File: config.mk
export PLATFORM = sky130hd
export DESIGN_NAME = par_word_serializer_tx
export DESIGN_NICKNAME = d
export VERILOG_FILES = /design/src/rtl/par_word_serializer_tx.sv
export SDC_FILE = /design/constraint.sdc
export NUM_CORES = 1
export LEC_CHECK = 0
export ABC_CLOCK_PERIOD_IN_PS = 1600
export CAP_MARGIN = 15
export CORE_UTILIZATION = 30
export DETAILED_ROUTE_END_ITERATION = 16
export GPL_TIMING_DRIVEN = 0
export SYNTH_ARGS = -nofsm -noshare
export SYNTH_HDL_FRONTEND = slang
export SYNTH_SLANG_ARGS = --single-unit
export TNS_END_PERCENT = 50
File: constraint.sdc
create_clock -name clk -period 1.6 [get_ports clk]
set_input_delay 0.24 -clock clk [delete_from_list [all_inputs] [get_ports clk]]
set_output_delay 0.24 -clock clk [all_outputs]
set_load 0.005 [all_outputs]
File: src/rtl/par_word_serializer_tx.sv
// Parallel-word to serial transmitter with frame qualifier and done pulse.
// Optional even-parity trailer bit when TX_PARITY_EN is defined.
module par_word_serializer_tx #(
  parameter int WIDTH     = 4,
  parameter bit MSB_FIRST = 1'b1
) (
  input  logic             clk,
  input  logic             rst,
  input  logic [WIDTH-1:0] data_in,
  input  logic             load,
  output logic             ready,
  output logic             ser_out,
  output logic             frame,
  output logic             done
);

`ifdef TX_PARITY_EN
  localparam int NBITS = WIDTH + 1;
`else
  localparam int NBITS = WIDTH;
`endif
  localparam int CW = $clog2(WIDTH + 1);

  typedef enum logic [1:0] {
    S_IDLE,
    S_SHIFT,
    S_DONE
  } state_t;

  state_t           r_state;
  state_t           w_state_n;
  logic [WIDTH-1:0] r_sh;
  logic [WIDTH-1:0] w_sh_n;
  logic [CW-1:0]    r_cnt;
  logic [CW-1:0]    w_cnt_n;
  logic             r_ready;
  logic             w_ready_n;
  logic             r_ser;
  logic             w_ser_n;
  logic             r_frame;
  logic             w_frame_n;
  logic             r_done;
  logic             w_done_n;
  logic             w_last;
  logic             w_head;
  logic             w_first;
  logic [WIDTH-1:0] w_load_sh;
  logic [WIDTH-1:0] w_step_sh;
`ifdef TX_PARITY_EN
  logic             r_par;
  logic             w_par_n;
`endif

  assign w_last = (r_cnt == '0);

  // First bit goes straight to ser_out; the rest stay in the shifter.
  assign w_first   = MSB_FIRST ? data_in[WIDTH-1] : data_in[0];
  assign w_load_sh = MSB_FIRST ? (data_in << 1) : (data_in >> 1);
  assign w_head    = MSB_FIRST ? r_sh[WIDTH-1] : r_sh[0];
  assign w_step_sh = MSB_FIRST ? (r_sh << 1) : (r_sh >> 1);

  always_ff @(posedge clk or posedge rst) begin
    if (rst) r_state <= S_IDLE;
    else     r_state <= w_state_n;
  end

  always_comb begin
    w_state_n = r_state;
    unique case (r_state)
      S_IDLE:  if (load)   w_state_n = S_SHIFT;
      S_SHIFT: if (w_last) w_state_n = S_DONE;
      S_DONE:              w_state_n = S_IDLE;
      default:             w_state_n = S_IDLE;
    endcase
  end

  always_comb begin
    w_sh_n    = r_sh;
    w_cnt_n   = r_cnt;
    w_ser_n   = 1'b0;
    w_frame_n = 1'b0;
    w_done_n  = 1'b0;
    w_ready_n = 1'b0;
`ifdef TX_PARITY_EN
    w_par_n   = r_par;
`endif
    unique case (r_state)
      S_IDLE: begin
        w_ready_n = 1'b1;
        if (load) begin
          w_ready_n = 1'b0;
          w_frame_n = 1'b1;
          w_ser_n   = w_first;
          w_sh_n    = w_load_sh;
          w_cnt_n   = CW'(NBITS - 1);
`ifdef TX_PARITY_EN
          w_par_n   = ^data_in;
`endif
        end
      end
      S_SHIFT: begin
        if (w_last) begin
          w_done_n = 1'b1;
        end else begin
          w_frame_n = 1'b1;
          w_ser_n   = w_head;
          w_sh_n    = w_step_sh;
          w_cnt_n   = r_cnt - CW'(1);
`ifdef TX_PARITY_EN
          if (r_cnt == CW'(1)) w_ser_n = r_par;
`endif
        end
      end
      S_DONE: begin
        w_ready_n = 1'b1;
      end
      default: begin
        w_ready_n = 1'b1;
      end
    endcase
  end

  always_ff @(posedge clk or posedge rst) begin
    if (rst) begin
      r_sh    <= '0;
      r_cnt   <= '0;
      r_ready <= 1'b1;
      r_ser   <= 1'b0;
      r_frame <= 1'b0;
      r_done  <= 1'b0;
`ifdef TX_PARITY_EN
      r_par   <= 1'b0;
`endif
    end else begin
      r_sh    <= w_sh_n;
      r_cnt   <= w_cnt_n;
      r_ready <= w_ready_n;
      r_ser   <= w_ser_n;
      r_frame <= w_frame_n;
      r_done  <= w_done_n;
`ifdef TX_PARITY_EN
      r_par   <= w_par_n;
`endif
    end
  end

  assign ready   = r_ready;
  assign ser_out = r_ser;
  assign frame   = r_frame;
  assign done    = r_done;

endmodule
==> run metrics <==
Mapped Nets=54; CTS clk-pin slew, worst paths=around 0.080 ns; Crit Path Max Fanout=1; Synth area leader=dfrtp_1; Crit path required time=1.36 ns; area occupied by multi-input gates=approximately 280 µm²; drt first pass iters=2; clock sink count=12; slowest cell on the critical path=dfstp_2; number of max-cap violations=0; overall power=between 1 and 1.5 mW; placed insts=80; Worst Path Buf+Inv=1; H-tree depth=1; Post-CTS Hold Fix Bufs=0; Peak VDD IR=0.744 mV; clock skew=0.00829 ns; grt ovf=0; GRT Util Overall=0.110; final hold violations=0; drt wl/cell=11.1 µm; Via density=4.42; fin. max-slew vios=0; Routability Congestion=0.629; setup violators final=0; antenna cells=0; final core utilization=0.420; worst-skew pair later-pin latency=0.27 ns; Setup WS pre-CTS=0.0559 ns; Core Rows=15; Die Ht=between 40 and 50 µm; Critical Path AT=1.26 ns; Mapped Avg Cell Area=between 10 and 15 µm²; design area=748 µm²; post-synthesis cell count=45; Yosys reg bits=12; Syn. warnings=0; core area=1780 µm²; die area=approximately 2200 µm²; Reg area=302 µm²; Peak Freq=between 600 and 700 MHz; Crit Path Class=reg -> out; vias in the first global route=319; Fillers=177; Placed Area=722 µm²; PwrDens=1770 nW/µm²; outcome=complete, no violations; RSZ-0062 raised after global routing=no; top cell type's share of synthesized area=0.466; ys async rst share=1.00; top-count cell post-synth=dfrtp_1; Num CTS Buffers=3; number of flops mapped to enable cells by yosys=0; worst-path cell chain=clkdlybuf4s50_1; setup TNS=0 ns; area grow syn2layout=26.7%; CTS tree=done; layout cells sized above 1=0.254; Top Ports=11; Final nets=69; antenna-violating nets left=0; pin count of the biggest net entering global routing=13; final worst slack=around 0.10 ns; initial cell density of the core=0.331; Least-Margin Pin Slew=about 0.45 ns; Vias=371; CTS root buf=clkbuf_4; Port Buf Inserts=10; 1st-iter DRT viols=13; top_reg_cell synth=dfrtp_1; Fin Hold WS=0.274 ns; Final HPWL DP=672 µm; drt drc=0; post-CTS setup buffers=0; delay-heaviest family, CP=flip-flops; first-pass GRT wire length=1520 µm; synthesized area=591 µm²; critical path launch point type=flip-flop; top cells by count, synth=dfrtp_1, mux2_4, nand2_1; post-synthesis sequential area ratio=0.511; worst stage delay on the critical path=about 0.51 ns; post-CTS sizing=0; Distinct cells, synth=21; final wirelength=a little over 900 µm; Hold Crit Class=in -> async; Die W=approximately 46 µm; post-route minimum period=1.50 ns; Crit. End Element=primary output; fin crit share=0.936; Leak=approximately 0.36 nW; initial antenna violation count=0; slew margin rel.=0.698; final std cells w/o fill=84; synth top area cells=dfrtp_1, mux2_4, dfstp_2, ha_1, nor2_8; Max clock buf depth=2
report_power, final:
part           switching [mW]  internal (mW)  total [mW]
combinational           0.229          0.388       0.617
clock                  0.0965         0.0964       0.193
sequential             0.0844          0.429       0.514
total                   0.410          0.914        1.32
layout make-up:
cell class	count	area share
Multi-Input combinational cell	30	0.371
Timing Repair Buffer	10	0.134
Clock buffer	4	0.0351
Sequential cell	12	0.403
Inverter	3	0.0151
Tap cell	25	0.0418
sequential cells by signal, summed over array words and instances (netlist names):
name and count:
r_cnt 3, r_sh 3, r_state 2, done 1
frame 1, ready 1, ser_out 1
cells by family (layout without fill, tap and decap cells):
| group | Yosys count | in the layout | synth area share |
|---|---|---|---|
| adder cells (fa/ha/maj) | 2 | 2 | 0.0424 |
| multiplexers | 7 | 7 | 0.169 |
| buffers and inverters | 3 | 17 | 0.0191 |
| AO/OA/AOI/OAI | 5 | 5 | 0.0529 |
| flip-flops | 12 | 12 | 0.511 |
| AND/OR/NAND/NOR | 16 | 16 | 0.205 |
cells in the final DEF (no fill, tap or decap), drive strengths merged:
cell           synthesis  routed
dfstp                  1       1
mux2i                  1       1
clkdlybuf4s50          0      10
nor2b                  4       4
ha                     2       2
nor2                   2       2
and3b                  1       1
clkbuf                 0       4
a21oi                  1       1
nand3                  1       1
o21bai                 1       1
nand3b                 1       1
dfrtp                 11      11
o21ai                  3       3
mux2                   6       6
nand2                  4       4
nand2b                 1       1
nor4b                  1       1
and2b                  1       1
inv                    3       3
metal layers:
layer / track usage / vias to the layer above / share of wire
met5: 0 / - / 0
met4: 0.0529 / 0 / 0.018
met3: 0.0588 / 2 / 0.069
met2: 0.131 / 11 / 0.45
met1: 0.155 / 178 / 0.46
li1: - / 180 / -
path summary, 6_finish.rpt:
check                           startpoint          to  slack [ns]  depth (start not counted)
worst max-delay path                 ready       ready        0.10                          1
worst min-delay path                   rst  r_state[0]        0.27                          2
worst max register to register    r_cnt[0]     r_sh[2]        0.13                          5
worst min register to register     r_sh[3]     r_sh[3]        0.52                          1
max in group asynchronous              rst       ready        0.98                          2
min in group clk                   r_sh[3]     r_sh[3]        0.52                          1
(Power assumes the default switching activity.)
